==> src/rtl/gf_2to128_pkg.sv <==
// Shared constants and types for the digit-serial GF(2^128) GHASH multiplier.
package gf_2to128_pkg;

  localparam int NB_DATA_GF = 128;

  // Reduction constant for x^128 + x^7 + x^2 + x + 1 in GCM (reflected) bit order
  localparam logic [NB_DATA_GF-1:0] R_X = {8'he1, 120'd0};

  typedef enum logic [1:0] {
    ST_IDLE = 2'd0,
    ST_RUN  = 2'd1,
    ST_DONE = 2'd2
  } state_t;

  function automatic int cnt_width(input int n_steps);
    return (n_steps <= 2) ? 1 : $clog2(n_steps);
  endfunction

endpackage

==> src/rtl/gf_2to128_digit_step.sv <==
// Combinational block applying NB_DIGIT shift-and-add steps of the GCM multiply.
module gf_2to128_digit_step
  import gf_2to128_pkg::*;
#(
  parameter int NB_DIGIT = 8
) (
  input  logic [NB_DATA_GF-1:0] z,
  input  logic [NB_DATA_GF-1:0] v,
  input  logic [NB_DIGIT-1:0]   x_digit,
  output logic [NB_DATA_GF-1:0] z_next,
  output logic [NB_DATA_GF-1:0] v_next
);

  // Digit MSB is the lowest-degree X coefficient, so it is consumed first
  always_comb begin
    z_next = z;
    v_next = v;
    for (int i = NB_DIGIT - 1; i >= 0; i--) begin
      if (x_digit[i]) begin
        z_next = z_next ^ v_next;
      end
      v_next = (v_next >> 1) ^ (v_next[0] ? R_X : '0);
    end
  end

endmodule

==> src/rtl/gf_2to128_multiplier_digit_serial.sv <==
// Digit-serial GF(2^128) multiplier with valid/ready handshake and GHASH accumulate mode.
module gf_2to128_multiplier_digit_serial
  import gf_2to128_pkg::*;
#(
  parameter int NB_DATA  = 128,
  parameter int NB_DIGIT = 8
) (
  input  logic               i_clock,
  input  logic               i_reset_n,
  input  logic               i_valid,
  output logic               o_ready,
  input  logic [NB_DATA-1:0] i_data_x,
  input  logic [NB_DATA-1:0] i_data_h,
  input  logic               i_mode,
  input  logic               i_clear_acc,
  output logic               o_valid,
  input  logic               i_ready,
  output logic [NB_DATA-1:0] o_data_z
);

  localparam bit BAD_CONF = (NB_DATA != NB_DATA_GF) || (NB_DIGIT < 1) ||
                            (NB_DIGIT > NB_DATA) || ((NB_DATA % NB_DIGIT) != 0);
  localparam int N_STEPS = NB_DATA / NB_DIGIT;
  localparam int CNT_W   = cnt_width(N_STEPS);
  localparam logic [CNT_W-1:0] LAST_CNT = CNT_W'(N_STEPS - 1);

  state_t             state_q, state_d;
  logic [CNT_W-1:0]   cnt_q;
  logic [NB_DATA-1:0] op_q, z_q, v_q, acc_q, data_z_q;
  logic               mode_q;
  logic [NB_DATA-1:0] z_step, v_step;
  logic               accept, last_step;

  assign o_ready   = !BAD_CONF && ((state_q == ST_IDLE) || ((state_q == ST_DONE) && i_ready));
  assign o_valid   = (state_q == ST_DONE);
  assign o_data_z  = data_z_q;
  assign accept    = i_valid && o_ready;
  assign last_step = (cnt_q == LAST_CNT);

  gf_2to128_digit_step #(
    .NB_DIGIT(NB_DIGIT)
  ) u_step (
    .z      (z_q),
    .v      (v_q),
    .x_digit(op_q[NB_DATA-1 -: NB_DIGIT]),
    .z_next (z_step),
    .v_next (v_step)
  );

  always_ff @(posedge i_clock or negedge i_reset_n) begin
    if (!i_reset_n) begin
      state_q <= ST_IDLE;
    end else begin
      state_q <= state_d;
    end
  end

  // Accepting in DONE restarts RUN directly so back-to-back requests see no bubble
  always_comb begin
    state_d = state_q;
    case (state_q)
      ST_IDLE: if (accept) state_d = ST_RUN;
      ST_RUN:  if (last_step) state_d = ST_DONE;
      ST_DONE: begin
        if (accept) begin
          state_d = ST_RUN;
        end else if (i_ready) begin
          state_d = ST_IDLE;
        end
      end
      default: state_d = ST_IDLE;
    endcase
  end

  always_ff @(posedge i_clock or negedge i_reset_n) begin
    if (!i_reset_n) begin
      cnt_q    <= '0;
      op_q     <= '0;
      z_q      <= '0;
      v_q      <= '0;
      acc_q    <= '0;
      mode_q   <= 1'b0;
      data_z_q <= '0;
    end else if (accept) begin
      op_q   <= (i_mode && !i_clear_acc) ? (i_data_x ^ acc_q) : i_data_x;
      v_q    <= i_data_h;
      z_q    <= '0;
      mode_q <= i_mode;
      cnt_q  <= '0;
    end else if (state_q == ST_RUN) begin
      op_q  <= op_q << NB_DIGIT;
      z_q   <= z_step;
      v_q   <= v_step;
      cnt_q <= cnt_q + CNT_W'(1);
      if (last_step) begin
        data_z_q <= z_step;
        if (mode_q) begin
          acc_q <= z_step;
        end
      end
    end
  end

endmodule
==> config.mk <==
export PLATFORM = sky130hd
export DESIGN_NAME = gf_2to128_multiplier_digit_serial
export DESIGN_NICKNAME = d
export VERILOG_FILES = /design/src/rtl/gf_2to128_pkg.sv /design/src/rtl/gf_2to128_digit_step.sv /design/src/rtl/gf_2to128_multiplier_digit_serial.sv
export SDC_FILE = /design/constraint.sdc
export NUM_CORES = 2
export LEC_CHECK = 0
export ABC_AREA = 1
export CORE_MARGIN = 10
export CORE_UTILIZATION = 60
export CTS_CLUSTER_SIZE = 25
export DETAILED_ROUTE_END_ITERATION = 8
export HOLD_SLACK_MARGIN = 0.08
export PLACE_DENSITY = 0.84
export SKIP_LAST_GASP = 1
export SYNTH_ARGS = -nofsm -noshare
export SYNTH_HDL_FRONTEND = slang
export SYNTH_SLANG_ARGS = --single-unit
==> constraint.sdc <==
create_clock -name i_clock -period 2.6 [get_ports i_clock]
set_clock_uncertainty 0.2 [all_clocks]
set_input_delay 0.26 -clock i_clock [delete_from_list [all_inputs] [get_ports i_clock]]
set_output_delay 0.26 -clock i_clock [all_outputs]
set_load 0.1 [all_outputs]
# Word level (Yosys, flattened, before mapping)
# Cells that the tools add are included.
[classes] eq_ne=6 n_addsub=1 bitwise_logic=18 n_shift=0 n_reduce_logical=10 div_mod_pow=0 multipliers=0 muxes=30 n_lt_le_gt_ge=0
[ops] operator="$mux 128" count=23
[ops] operator="$xor 128x128->128" count=9
[ops] operator="$xor 127x128->128" count=8
[ops] operator="$mux 2" count=4
[ops] operator="$mux 4" count=2
[ops] operator="$pmux 2 s3" count=1
[ops] operator="$reduce_and 3->1" count=2
[ops] operator="$add 4x1->4 const B" count=1
[ops] operator="$eq 4x4->1 const B" count=1
[ops] operator="$ne 2x2->1 const B" count=2
[ops] operator="$reduce_and 4->1" count=1
[ops] operator="$logic_and 1x1->1" count=3
[ops] operator="$ne 3x1->1 const B" count=1
[ops] operator="$eq 2x1->1 const B" count=1
[ops] operator="$eq 2x2->1 const B" count=1
[ops] operator="$logic_not 2->1" count=1
[ops] operator="$reduce_bool 2->1" count=1
[ops] operator="$logic_not 1->1" count=1
[ops] operator="$logic_or 1x1->1" count=1
[ops] operator="$not 1->1" count=1
[totals] out_inout_bits=130 register_bits=647 word_cells=73 memories=0 ram_bits=0 mem_bits_ro=0 latchBits=0 inputBits=262

# Depth between registers and ports, before layout
[logic_depth] depth_word=18 depth_mapped=17 mapped_depth_nobuf=15

# By module
# Synthesis repeated with hierarchy kept, for this count alone.
[unflattened] cells_unflattened=7008 hier_area_um2=46821.2
[modules_own_cells] mod="gf_2to128_multiplier_digit_serial" instances=1 seq_area_each_um2=16190.5 cells_each=3755 area_each_um2=29615.9
[modules_own_cells] mod="gf_2to128_digit_step" instances=1 seq_area_each_um2=0.0 cells_each=3253 area_each_um2=17205.3

# Worst setup path after synthesis
# No wires, ideal clock.
[synth_timing] kind="reg-to-reg" from="reg state_q[1]" to="reg v_q[113]" setup_slack_ns=-0.568 stages_incl_launch_ff=9 synth_period_minus_slack_ns=3.168 setup_ns=0.142 t_required_ns=2.258 n_path_buf=2 arrival_time_ns=2.825 path_cell_list="dfrtp_1 > inv_1 > nor2_1 > nor2_1 > nand2_2 > nand2_2 > buf_2 > clkbuf_1 > o221ai_1"
[synth_between] elab_chain_cells=5 elab_cells_between_ends=8 cone_classes="2 x eq/ne; 1 x mux; 5 x reduce/logical"
[synth_lines] item="start: declaration" line="gf_2to128_multiplier_digit_serial.sv:27" source="state_t state_q, state_d;"
[synth_lines] item="start signal: assignment" line="gf_2to128_multiplier_digit_serial.sv:54" source="state_q <= state_d;"
[synth_lines] item="$eq 2x2->1" line="gf_2to128_multiplier_digit_serial.sv:34" source="assign o_ready = !BAD_CONF && ((state_q == ST_IDLE) || ((state_q == ST_DONE) && i_ready));"
[synth_lines] item="$logic_and 1x1->1" line="gf_2to128_multiplier_digit_serial.sv:34"
[synth_lines] item="$logic_or 1x1->1 (*)" line="gf_2to128_multiplier_digit_serial.sv:34"
[synth_lines] item="named net o_ready" line="gf_2to128_multiplier_digit_serial.sv:11" source="output logic o_ready,"
[synth_lines] item="$logic_and 1x1->1 (*)" line="gf_2to128_multiplier_digit_serial.sv:37" source="assign accept = i_valid && o_ready;"
[synth_lines] item="$mux 128 or $reduce_bool 2->1 (tied branches)"
[synth_lines] item="end signal: assignment" line="gf_2to128_multiplier_digit_serial.sv:86" source="v_q <= i_data_h;"
[synth_lines] item="end signal: assignment" line="gf_2to128_multiplier_digit_serial.sv:93" source="v_q <= v_step;"
[synth_lines] item="end: declaration" line="gf_2to128_multiplier_digit_serial.sv:29" source="logic [NB_DATA-1:0] op_q, z_q, v_q, acc_q, data_z_q;"
# The timed path passes the listed nets; every way through them passes the cells marked *.
# A chain may end at the register's enable or synchronous reset.

# Final worst setup path
[layout_timing] from="reg op_q[122]" to="reg acc_q[110]"
[layout_between] elab_chain_cells=5
[layout_lines] item="start: declaration" line="gf_2to128_multiplier_digit_serial.sv:29"
[layout_lines] item="start signal: assignment" line="gf_2to128_multiplier_digit_serial.sv:85" source="op_q <= (i_mode && !i_clear_acc) ? (i_data_x ^ acc_q) : i_data_x;"
[layout_lines] item="start signal: assignment" line="gf_2to128_multiplier_digit_serial.sv:91" source="op_q <= op_q << NB_DIGIT;"
[layout_lines] item="$mux 128 (*)" line="gf_2to128_digit_step.sv:19" source="if (x_digit[i]) begin"
[layout_lines] item="$xor 128x128->128" line="gf_2to128_digit_step.sv:20" source="z_next = z_next ^ v_next;"
[layout_lines] item="$mux 128 (*)" line="gf_2to128_digit_step.sv:19"
[layout_lines] item="$xor 128x128->128" line="gf_2to128_digit_step.sv:20"
[layout_lines] item="$mux 128 (*)" line="gf_2to128_digit_step.sv:19"
[layout_lines] item="end signal: assignment" line="gf_2to128_multiplier_digit_serial.sv:98" source="acc_q <= z_step;"
[layout_lines] item="end: declaration" line="gf_2to128_multiplier_digit_serial.sv:29"
# Mark *: on every way between the ends. The rest lies on a longest branch, timed or not.

==> impl_metrics.ini <==
[timing]
hold_slack_ns = 0.0920
maxSlewViolCount = 0
finalCriticalPeriod_ns = 2.51
fmax_ghz = 0.399
maxSlewHeadroom_pct = 13.1
finalHoldViolCount = 0
tns_ns = 0
tightest_slew_ns = 1.30
rsz0062_at_grt = false
finalSetupViolations = 0
finalCritPeriodShare_pct = 96.4

[cts]
clk_pin_slew_ns = 0.06
cts_tree = done
insertion_delay_ns = 0.62
cts_root_buffer = clkbuf_16
cts_setup_buffers = 0
cts_buffers = 74
cts_buffer_depth = 3
htreeDepth = 3
cts_num_sinks = 647

[route]
vias = 44800
wirelength_um = 152000
drc = 0
vias_per_cell = 5.80
drtAntennaViolNets = 0
drt-initial-drc-count = 5053
firstDrtPassIters = 6
wl_per_cell_um = 19.6

[synth]
ys_warn_count = 0
yosysMostFrequentCell = nand2_1
synth_top_area_share_pct = 35.5
synth_area_leaders = dfrtp_1 35%, nand2_1 24%, xor2_1 10%
yosys-top-cells-count = 2,970 x nand2_1, 647 x dfrtp_1, 546 x xor2_1, 536 x inv_1, 400 x nand3_1
ys.flop_type = dfrtp_1
seq_area_frac_synth_pct = 35.5
synth-seq-cells = 647
avgSynthCellArea_um2 = 7.03
yosysTopAreaCell = dfrtp_1
syn-num-nets = 6750
netlist_area_mm2 = 0.0456
synth.distinct_cells = 38
synth_edf_count = 0
syn_inst = 6487
postSynth.asyncResetShare_pct = 100

[run]
timing.max_cap.violations = 0

[final_layout]
area_growth_pct = 16.2
finalInstanceArea_mm2 = 0.0530
nets = 6949
post-route-util_pct = 70.0
num-fill-cells = 5952
drive_above_1_share_pct = 7.22
seq_area_mm2 = 0.0162
n_antenna_cell = 0
multi_input_area_mm2 = 0.0255

[worst_setup_path]
cp_data_required_time_ns = 2.92
crit_fanout = 44
end_kind = flip-flop
worstSetupPathType = flip-flop to flip-flop
r2r.worst_path.cells = 10
crit_arrival_ns = 2.83
start_kind = flip-flop

[floorplan]
initial_utilization_pct = 60.3
die_x_um = 296
core_area_mm2 = 0.0757
die_h_um = 296
ioPinCount = 392
die-area_mm2 = 0.0875
num_rows = 101

[global_routing]
grt_pass1_vias = 43800
grt_max_degree = 129
grt_antenna_before_repair = 4
grtUsageTotal_pct = 34.1
grt-ovfl-total = 0
grt_pass1_wl_um = 238000

[status]
status = finished, final reports clean

[placed_design]
hpwl_um = 100000
finalWeightedCongestion = 0.922
place_area_mm2 = 0.0498
io_buffers = 391

[worst_hold_path]
hold_depth = 3
hold_path.class = primary input to flip-flop
## sequential cells by signal (all words and copies together), names as in the netlist
name and count:
mode_q 1, state_q 2, z_q 128, o_data_z 128
op_q 128, cnt_q 4, acc_q 128, v_q 128
## final timing paths
| path | startpoint | end | slack [ns] |
|---|---|---|---|
| worst min-delay path | i_data_h[72] | v_q[72]$_DFFE_PN0P_ | 0.09 |
| max in group asynchronous | i_reset_n | op_q[123]$_DFFE_PN0P_ | 1.50 |
| worst max register to register | op_q[122]$_DFFE_PN0P_ | acc_q[110]$_DFFE_PN0P_ | 0.09 |
| worst min register to register | o_data_z[122]$_DFFE_PN0P_ | o_data_z[122]$_DFFE_PN0P_ | 0.28 |
| min in group asynchronous | i_reset_n | o_data_z[64]$_DFFE_PN0P_ | 0.20 |
| worst max-delay path | op_q[122]$_DFFE_PN0P_ | acc_q[110]$_DFFE_PN0P_ | 0.09 |
## per-stage QoR
stage               std cells  worst slack, ns
floorplan                6487            0.353
global placement         7518            0.136
detailed placement       7518            0.142
CTS                      7719            0.214
global route             7719          0.00300
finish                   7719           0.0927
## cell usage in the layout (no fill, tap or decap), drive strengths merged, types with 22 or more instances in the layout
master	n
a21o	27
a21oi	73
buf	217
clkbuf	102
clkdlybuf4s50	260
dfrtp	647
dlygate4sd3	69
inv	544
nand2	2982
nand3	400
nor2	118
o211ai	43
o21ai	188
o21bai	22
o221ai	123
xnor2	280
xor2	576
## layer usage
metal,up-vias,track usage (%),part of all wire [%]
li1,20300,-,-
met1,21100,42.1,37
met2,2816,54.1,45
met3,567,7.58,11
met4,8,20.8,6.3
met5,-,0,0.035
## critical path: stages, from the launching register on
cell and delay (ns):
dfrtp_4 0.63, buf_12 0.31, nand2_1 0.10, xor2_1 0.30, xnor2_1 0.16, nand2_1 0.08, nand2_1 0.07, nand2_1 0.05
nand2_1 0.26, nand2_1 0.12, o21ai_1 0.13
## area by class of cell
type	count	area share [%]
clock inverter	29	0.632
tap	978	2.31
timing repair buffer	546	10.5
inverter	544	3.89
clock buffer	102	4.07
multi-input combinational	4873	48.1
sequential	647	30.6
## cell families after synthesis
kind of cell | share of synthesized area, %
XOR/XNOR | 18.3
AO/OA/AOI/OAI | 6.92
flip-flops | 35.5
AND/OR/NAND/NOR | 30.5
buffers and inverters | 8.80
adder cells (fa/ha/maj) | 0.0274
## repair_timing
| item | 4_1_cts | 5_1_grt |
|---|---|---|
| hold endpoints to repair | 715 | 0 |
| hold buffers | 70 | 0 |
| resized for setup | 0 | 0 |
| setup endpoints to repair | 0 | 0 |
Power is left out: the tool's default activity adds up to more than one toggle a clock period on the data nets, which glitch-free logic cannot reach.
